`config.mk`:
```
export PLATFORM = sky130hd
export DESIGN_NAME = cal_num_accum
export DESIGN_NICKNAME = d
export VERILOG_FILES = /design/src/rtl/cal_num_accum.sv
export SDC_FILE = /design/constraint.sdc
export NUM_CORES = 1
export LEC_CHECK = 0
export CAP_MARGIN = 20
export CORE_MARGIN = 5
export CORE_UTILIZATION = 48
export CTS_CLUSTER_DIAMETER = 200
export DETAILED_ROUTE_END_ITERATION = 12
export PLACE_DENSITY = 0.79
export SYNTH_ARGS = -nofsm -noshare
export SYNTH_HDL_FRONTEND = slang
export SYNTH_SLANG_ARGS = --single-unit
```
`constraint.sdc`:
```
create_clock -name clk -period 2.35 [get_ports clk]
set_input_delay 0.47 -clock clk [delete_from_list [all_inputs] [get_ports clk]]
set_output_delay 0.47 -clock clk [all_outputs]
set_load 0.05 [all_outputs]
```
`src/rtl/cal_num_accum.sv`:
```
// cal_num_accum: sums cfg_quantity unsigned samples after a start pulse and offers the total over a valid/ready handshake.
// Optional ignored-start counter on err_cnt is built only when CAL_NUM_ACCUM_ERR_CNT_EN is defined.
module cal_num_accum #(
  parameter int DATA_WIDTH = 8,
  parameter int SUM_WIDTH  = DATA_WIDTH + 4
) (
  input  logic                  clk,
  input  logic                  rst_n,
  input  logic [3:0]            cfg_quantity,
  input  logic                  cfg_start,
  input  logic                  in_valid,
  output logic                  in_ready,
  input  logic [DATA_WIDTH-1:0] in_data,
  output logic                  sum_valid,
  input  logic                  sum_ready,
  output logic [SUM_WIDTH-1:0]  sum_data,
  output logic                  busy,
  output logic [7:0]            err_cnt
);

  localparam int PAD_WIDTH = SUM_WIDTH - DATA_WIDTH;

  typedef enum logic [1:0] {
    IDLE   = 2'd0,
    ACCUM  = 2'd1,
    OUTPUT = 2'd2
  } state_t;

  state_t                 state_r;
  logic [3:0]             qty_r;
  logic [3:0]             cnt_r;
  logic [SUM_WIDTH-1:0]   acc_r;
  logic                   in_ready_r;
  logic                   sum_valid_r;
  logic [SUM_WIDTH-1:0]   sum_data_r;
  logic                   busy_r;

  logic                   accept_s;
  logic [3:0]             cnt_inc_s;
  logic [SUM_WIDTH-1:0]   acc_inc_s;

  // in_ready_r is high only in ACCUM, so this is the beat handshake.
  assign accept_s  = in_valid & in_ready_r;
  assign cnt_inc_s = cnt_r + 4'd1;
  assign acc_inc_s = acc_r + {{PAD_WIDTH{1'b0}}, in_data};

  // Control FSM; every output is registered alongside the state it belongs to.
  always_ff @(posedge clk or negedge rst_n) begin
    if (!rst_n) begin
      state_r     <= IDLE;
      qty_r       <= 4'd0;
      cnt_r       <= 4'd0;
      acc_r       <= '0;
      in_ready_r  <= 1'b0;
      sum_valid_r <= 1'b0;
      sum_data_r  <= '0;
      busy_r      <= 1'b0;
    end else begin
      case (state_r)
        IDLE: begin
          if (cfg_start) begin
            qty_r  <= cfg_quantity;
            cnt_r  <= 4'd0;
            acc_r  <= '0;
            busy_r <= 1'b1;
            if (cfg_quantity == 4'd0) begin
              state_r     <= OUTPUT;
              sum_valid_r <= 1'b1;
              sum_data_r  <= '0;
            end else begin
              state_r    <= ACCUM;
              in_ready_r <= 1'b1;
            end
          end else begin
            state_r <= IDLE;
          end
        end
        ACCUM: begin
          if (accept_s) begin
            acc_r <= acc_inc_s;
            cnt_r <= cnt_inc_s;
            // Final beat: drop in_ready immediately so no extra beat slips in.
            if (cnt_inc_s == qty_r) begin
              state_r     <= OUTPUT;
              in_ready_r  <= 1'b0;
              sum_valid_r <= 1'b1;
              sum_data_r  <= acc_inc_s;
            end else begin
              state_r <= ACCUM;
            end
          end else begin
            state_r <= ACCUM;
          end
        end
        OUTPUT: begin
          if (sum_ready) begin
            state_r     <= IDLE;
            sum_valid_r <= 1'b0;
            sum_data_r  <= '0;
            busy_r      <= 1'b0;
          end else begin
            state_r <= OUTPUT;
          end
        end
        default: begin
          state_r     <= IDLE;
          in_ready_r  <= 1'b0;
          sum_valid_r <= 1'b0;
          sum_data_r  <= '0;
          busy_r      <= 1'b0;
        end
      endcase
    end
  end

  assign in_ready  = in_ready_r;
  assign sum_valid = sum_valid_r;
  assign sum_data  = sum_data_r;
  assign busy      = busy_r;

`ifdef CAL_NUM_ACCUM_ERR_CNT_EN
  logic       start_ignored_s;
  logic [7:0] err_cnt_r;

  assign start_ignored_s = cfg_start & (state_r != IDLE);

  // Saturating count of start pulses that arrive while an operation is running.
  always_ff @(posedge clk or negedge rst_n) begin
    if (!rst_n) begin
      err_cnt_r <= 8'h00;
    end else if (start_ignored_s && (err_cnt_r != 8'hFF)) begin
      err_cnt_r <= err_cnt_r + 8'd1;
    end else begin
      err_cnt_r <= err_cnt_r;
    end
  end

  assign err_cnt = err_cnt_r;
`else
  assign err_cnt = 8'h00;
`endif

endmodule

```
### Word-level counts from Yosys, hierarchy flattened

Cells that the tools add are included.

| word-level totals | value |
|---|---|
| register bits after elaboration | 37 |
| input port bits | 17 |
| output and inout port bits | 23 |
| word-level logic and storage cells | 61 |

| cells by class | value |
|---|---|
| add/subtract/negate cells | 2 |
| eq/ne operators | 9 |
| muxes and demuxes | 31 |
| bitwise operators | 3 |
| reduce and logical (&&, ||, !) cells | 8 |

Operator list:

| operator | count |
|---|---|
| $mux 12 | 7 |
| $pmux 12 s3 | 1 |
| $pmux 12 s2 | 1 |
| $add 12x8->12 | 1 |
| $ne 2x2->1 const B | 6 |
| $mux 1 | 10 |
| $mux 2 | 5 |
| $reduce_and 5->1 | 2 |
| $pmux 1 s3 | 3 |
| $mux 4 | 2 |
| $pmux 4 s2 | 1 |
| $pmux 2 s3 | 1 |
| $reduce_and 3->1 | 2 |
| $add 4x1->4 const B | 1 |
| $eq 4x4->1 | 1 |
| $logic_not 4->1 | 1 |
| $eq 2x1->1 const B | 1 |
| $eq 2x2->1 const B | 1 |
| $logic_not 2->1 | 1 |
| $not 1->1 | 2 |
| $reduce_and 2->1 | 1 |
| $reduce_bool 2->1 | 1 |
| $and 1x1->1 | 1 |

### Depth between registers and ports, before layout

Gate-level depths: netlist of run 1.

| depth | value |
|---|---|
| depth in word-level cells | 5 |
| gate-level depth with buffers | 7 |
| depth with buffers taken out | 7 |

### Worst setup path after synthesis of run 1

No wires, ideal clock.

| path | value |
|---|---|
| kind | input to register |
| start point | input in_data[0] |
| end point | register sum_data_r[10], in the netlist sum_data[10] |
| library setup time | 0.121 ns |
| arrival | 2.072 ns |
| data required time | 2.229 ns |
| path slack | 0.157 ns |
| cell stages on the path | 7 |
| buffers on the path | 0 |
| path through | ha_1 > fa_1 > a211o_1 > a211oi_1 > a211oi_1 > xor2_1 > a22o_1 |

| on the way | value |
|---|---|
| word-level cells in the longest chain between the ends | 4 |

Ends and longest elaborated chain:

| element | line | RTL |
|---|---|---|
| start: declaration | 13 | `input logic [DATA_WIDTH-1:0] in_data,` |
| $add 12x8->12 | 45 | `assign acc_inc_s = acc_r + {{PAD_WIDTH{1'b0}}, in_data};` |
| $mux 12 | 83 | `if (cnt_inc_s == qty_r) begin` |
| $mux 12 | 79 | `if (accept_s) begin` |
| $pmux 12 s3 | 59 | `case (state_r)` |
| end signal: assignment | 87 | `sum_data_r <= acc_inc_s;` |
| end: declaration | 35 | `logic [SUM_WIDTH-1:0] sum_data_r;` |

No other way between the ends. The select of a mux whose other input is x is not followed.
A chain may end at the register's enable or synchronous reset.

### Worst setup path after layout of run 1

| path | value |
|---|---|
| start point | input in_data[1] |
| end point | register sum_data_r[11], in the netlist sum_data[11] |

The elaborated chain is that of the path after synthesis.

==> impl_metrics.yaml, run 1 <==
final_layout:
  fin_nets: 292
  final_area_um2: 2756
  n_antenna_cell: 0
  n_fill_cell: 376
  instances_no_fill: 317
  multi_input_area_um2: 1172
  register_area_um2: 925.9
  drive_gt1_frac: 0.1962
  area_delta_synth_final_pct: 26.90
  final_core_util: 0.6287
global_routing:
  grt_pass1_vias: 1724
  antenna_found_initial: 0
  grt_pass1_wl_mm: 8.079
  grt_overflow: 0
  track_usage: 0.1667
  grt_max_degree: 38
placed_design:
  hpwl_mm: 3.482
  numPortBuffers: 31
  place_congestion: 0.8128
  place_area_um2: 2629
  placed_cells: 309
route:
  drc: 0
  viasPerCell: 5.492
  wl_per_cell_um: 14.72
  wl_mm: 4.667
  drtAntennaViolNets: 0
  drtPass1Iterations: 4
  drt_iter0_drc: 86
  vias: 1741
hold_path:
  hp-class: "input pin to async pin"
sta:
  hold_viol: 0
  fin_crit_sh: 0.9688
  drv_slew: 0
  rsz0062_at_grt: "false"
  maxSlewHeadroom: 0.4461
  setup_violations: 0
  fin_skew_ps: 5.984
  worst_pin_slew_ps: 830.9
  setup_tns_ps: 0
  min_period_ps: 2277
  max_freq_ghz: 0.4393
synthesis:
  syn_inst: 213
  yosysSeqAreaShare: 0.4263
  yosysUniqueCellTypes: 56
  ys_ff_latch: 37
  yosysWarnings: 0
  syn_area_per_cell_um2: 10.20
  synth_edf_count: 0
  ys.flop_type: "dfrtp_1"
  async_flop_share: 1.000
  synth_area_um2: 2172
flow_run:
  drv_cap: 0
floorplan:
  die_w_um: 77.27
  initial_utilization: 0.4954
  rows: 24
  io_pins: 40
  die_area_um2: 5971
  die_y_um: 77.27
  core_um2: 4384
clocking:
  path_clk_slew_ps: 70
  hold_buffers: 0
  cts.sinks: 37
  tritoncts: "yes"
  clk_path_buf_depth: 2
  numCtsBuffers: 5
  clock_latency_ps: 290
  cts_root_buf: "clkbuf_8"
  cts.htree.levels: 2
power:
  power_frac_comb: 0.600
  vdd_drop_max_mv: 0.8275
  p_int_uw: 2213
  power.switching_uw: 1811
  seqPwrFrac: 0.288
  pwr-share-clk: 0.112
  swShare: 0.4500
  power.density_nw_per_um2: 1460
  leakage_uw: 0.001253
critical_path:
  cp-end-kind: "register"
  worst-setup-path-type: "input pin to register"
  reg2reg_depth: 6
  worstSetupStartpointType: "input pin"
  worstPathMaxFanout: 6
  required_ps: 2530
  cp.arrival_ps: 2460
status:
  status: "complete, no violations"
-- synth_stat cells, types with 5 or more instances --
library cell | instances | area (um^2)
dfrtp_1 | 37 | 925.9
nand2_1 | 22 | 82.58
o21ai_0 | 12 | 60.06
a21oi_1 | 11 | 55.05
nor2_1 | 10 | 37.54
buf_4 | 9 | 67.56
ha_1 | 9 | 112.6
o2bb2ai_1 | 7 | 61.31
inv_1 | 6 | 22.52
mux2_2 | 5 | 56.30
nand3_1 | 5 | 25.02
xnor2_1 | 5 | 43.79
xor2_1 | 5 | 43.79
-- power by group through the flow --
stage / logic, uW / registers [uW] / clock network (uW)
floorplan: 1340 / 1460 / 0
global placement: 2300 / 1160 / 0
detailed placement: 2350 / 1170 / 0
CTS: 2400 / 1160 / 464
global route: 2620 / 1210 / 494
finish: 2410 / 1160 / 452
-- worst max-delay path, stage by stage --
cell and delay, ps:
clkdlybuf4s50_1 460, ha_1 320, a211oi_1 70, buf_4 140
o211ai_2 220, a31oi_4 140, or3b_1 380, a32o_1 250
-- cell type report --
| cell class | count | area share |
|---|---|---|
| clock buffer | 6 | 0.02996 |
| clock inverter | 1 | 0.002724 |
| inverter | 6 | 0.008171 |
| multi-input combinational | 161 | 0.4253 |
| sequential | 37 | 0.3359 |
| tap | 52 | 0.02360 |
| timing repair buffer | 54 | 0.1743 |
-- metrics by stage --
step	worst slack, ps	hold WS [ps]	total power (uW)
after global placement	-327.9	469.6	3459
after CTS	9.312	295.2	4019
after global routing	6.370	322.7	4329
after detailed placement	-368.3	473.0	3514
after floorplan	156.8	174.4	2794
final	73.42	274.5	4024
-- flip-flops by register name, summed over array words and instances (netlist names) --
| signal | cells |
|---|---|
| acc_r | 12 |
| sum_data | 12 |
| cnt_r | 4 |
| qty_r | 4 |
| state_r | 2 |
| busy | 1 |
| in_ready | 1 |
| sum_valid | 1 |
-- cells by family after synthesis --
family | after synthesis | share of synthesized area
AO/OA/AOI/OAI | 65 | 0.2143
AND/OR/NAND/NOR | 60 | 0.1457
other | 1 | 0.001726
multiplexers | 6 | 0.03053
XOR/XNOR | 12 | 0.06163
flip-flops | 37 | 0.4263
buffers and inverters | 22 | 0.05875
adder cells (fa/ha/maj) | 10 | 0.06106
-- repair_timing --
item,CTS,global route
resized for setup,2,5
buffers inserted,1,0
endpoints found under the setup margin,3,8
pin swaps,1,5
-- metal layers --
layer	GRT usage	part of all wire
met5	0	0
met4	0.04639	0.0034
met3	0.05269	0.060
met2	0.2483	0.47
met1	0.2327	0.47
-- worst paths after layout --
| path | start | to | slack [ps] |
|---|---|---|---|
| min | rst_n | in_ready | 270 |
| min in group clk | sum_data[3] | sum_data[3] | 490 |
| max in group asynchronous | rst_n | sum_data[3] | 1550 |
| max reg2reg | cnt_r[0] | sum_data[4] | 100 |
| min reg2reg | sum_data[3] | sum_data[3] | 490 |
| max | in_data[1] | sum_data[11] | 70 |
-- cell usage in the layout, fill, tap and decap left out, types with 3 or more instances in the layout --
cell	n
xor2_1	5
dfrtp_1	37
mux2_2	5
nand2_1	22
o21ai_0	12
o211ai_1	3
nand3_1	5
or3_1	3
conb_1	8
a22o_1	4
inv_1	6
clkbuf_8	6
and2_1	3
buf_4	23
nand2b_1	4
o2bb2ai_1	7
nor2b_1	3
a21oi_1	10
a21o_1	4
xnor2_1	5
nor2_1	10
ha_1	8
o21bai_1	3
clkdlybuf4s50_1	29
(Power assumes the default switching activity.)
==> run 2, diff against run 1 <==
--- a/config.mk
+++ b/config.mk
@@ -11,6 +11,7 @@
 export CTS_CLUSTER_DIAMETER = 200
 export DETAILED_ROUTE_END_ITERATION = 12
 export PLACE_DENSITY = 0.79
+export REMOVE_ABC_BUFFERS = 1
 export SYNTH_ARGS = -nofsm -noshare
 export SYNTH_HDL_FRONTEND = slang
 export SYNTH_SLANG_ARGS = --single-unit
==> run 2 against run 1 <==
  * Fmax decreased by 1.1%
  * Clock power decreased by 3%
  * Count of clock-buffer cells in the layout unchanged
  * Largest cell class unchanged
  * Cell count decreased by 0.32%
  * Sequential power about the same
==> impl_metrics.yaml, run 2 (synthesized netlist as in run 1, its figures left out) <==
clocking:
  cts_root_buf: "clkbuf_8"
  clock_latency_ps: 290
  path_clk_slew_ps: 80
  hold_buffers: 0
  numCtsBuffers: 5
  cts.sinks: 37
  cts.htree.levels: 2
  clk_path_buf_depth: 2
  tritoncts: "yes"
  cts_setup_buffers: 0
power:
  vdd_drop_max_mv: 0.8639
  leakage_uw: 0.001246
  power.density_nw_per_um2: 1453
status:
  status: "complete, no violations"
route:
  drt_iter0_drc: 69
  drtPass1Iterations: 4
  wl_mm: 4.601
  drtAntennaViolNets: 0
  drc: 0
  vias: 1711
  wl_per_cell_um: 14.56
  viasPerCell: 5.415
sta:
  rsz0062_at_grt: "true"
  maxSlewHeadroom: 0.6251
  layout_setup_ws_ps: 47.02
  fin_skew_ps: 9.325
  setup_violations: 0
  hold_viol: 0
  setup_tns_ps: 0
  fin_crit_sh: 0.9800
  max_freq_ghz: 0.4342
  min_period_ps: 2303
  drv_slew: 0
  worst_pin_slew_ps: 562.3
critical_path:
  regToRegStartpoint: "cnt_r[1]"
  cp.arrival_ps: 2490
  cp-end-kind: "register"
  worstSetupStartpointType: "input pin"
  reg2reg_depth: 6
  worst-setup-path-type: "input pin to register"
  worstPathMaxFanout: 3
  required_ps: 2540
  r2r_end: "sum_data[4]"
  rrSetupSlack_ps: 160
floorplan:
  die_w_um: 77.27
  core_um2: 4384
  die_y_um: 77.27
  rows: 24
  die_area_um2: 5971
  io_pins: 40
  initial_utilization: 0.4954
placed_design:
  dp_worst_setup_slack_ps: -397.6
  place_area_um2: 2626
  placed_cells: 308
  numPortBuffers: 31
  place_congestion: 0.8088
  hpwl_mm: 3.438
global_routing:
  grt_pass1_wl_mm: 7.762
  antenna_found_initial: 0
  grt_pass1_vias: 1661
  grt_overflow: 0
  track_usage: 0.1597
  grt_max_degree: 38
final_layout:
  fin_nets: 290
  instances_no_fill: 316
  drive_gt1_frac: 0.1894
  final_cell_mix: "37 x dfrtp_1, 30 x clkdlybuf4s50_1, 22 x nand2_1"
  n_fill_cell: 377
  final_area_um2: 2751
  n_antenna_cell: 0
  area_delta_synth_final_pct: 26.67
  mostFrequentLayoutCell: "dfrtp_1"
hold_path:
  hold_depth: 2
  hp-class: "register to register"
  hp-start: "acc_r[7]"
  min_to: "acc_r[7]"
flow_run:
  drv_cap: 0
==> run 2: final cells by class <==
class / count / area (um^2) / share of cell area
clock inverter: 2 / 10.01 / 0.003638
sequential: 37 / 925.9 / 0.3365
clock buffer: 6 / 72.57 / 0.02638
timing repair buffer: 52 / 470.5 / 0.1710
tap: 52 / 65.06 / 0.02365
multi-input combinational: 161 / 1185 / 0.4307
inverter: 6 / 22.52 / 0.008186
==> run 2: metal layers <==
metal / part of all wire / GRT usage
met1: 0.49 / 0.2228
met2: 0.45 / 0.2458
met3: 0.044 / 0.04215
met4: 0.013 / 0.04124
met5: 0 / 0
==> run 2: worst max-delay path by stage <==
| stage | start | end | slack (ps) | cells after the start |
|---|---|---|---|---|
| 2_1_floorplan | in_data[0] | sum_data[10] | 160 | 7 |
| 3_3_place_gp | in_data[0] | sum_data[10] | -340 | 8 |
| 3_5_place_dp | in_data[0] | sum_data[10] | -400 | 8 |
| 4_1_cts | in_data[0] | sum_data[10] | 10 | 8 |
| 5_1_grt | in_data[0] | sum_data[10] | -20 | 8 |
| 6_report | in_data[0] | sum_data[10] | 50 | 8 |
==> run 2: power by group <==
group | switching (uW) | leakage [uW] | total [uW] | internal (uW)
logic | 1370 | 0.000732 | 2410 | 1040
clock network | 233 | 0.0000450 | 438 | 206
registers | 236 | 0.000469 | 1150 | 917
total | 1840 | 0.00125 | 4000 | 2160
==> run 2: through the flow <==
| stage | hold WS, ps | total power, uW | utilization |
|---|---|---|---|
| 2_1_floorplan | 174.4 | 2711 | - |
| 4_1_cts | 491.4 | 3957 | 0.6190 |
| 3_3_place_gp | 465.9 | 3439 | 0.5990 |
| 3_5_place_dp | 474.3 | 3499 | 0.5990 |
| 5_1_grt | 504.9 | 4281 | 0.6276 |
| 6_report | 483.9 | 3997 | 0.6276 |
==> run 2: repair_timing <==
action                                  CTS  global route
resized for setup                         1             8
endpoints found under the setup margin    4             8
pin swaps                                 0             3
==> run 2: worst max-delay path, cell delays in order <==
cell and delay (ps):
clkdlybuf4s50_1 410, ha_2 200, fa_2 350, a211o_1 290
a211oi_2 330, a211oi_2 100, xor2_1 150, a22o_1 180
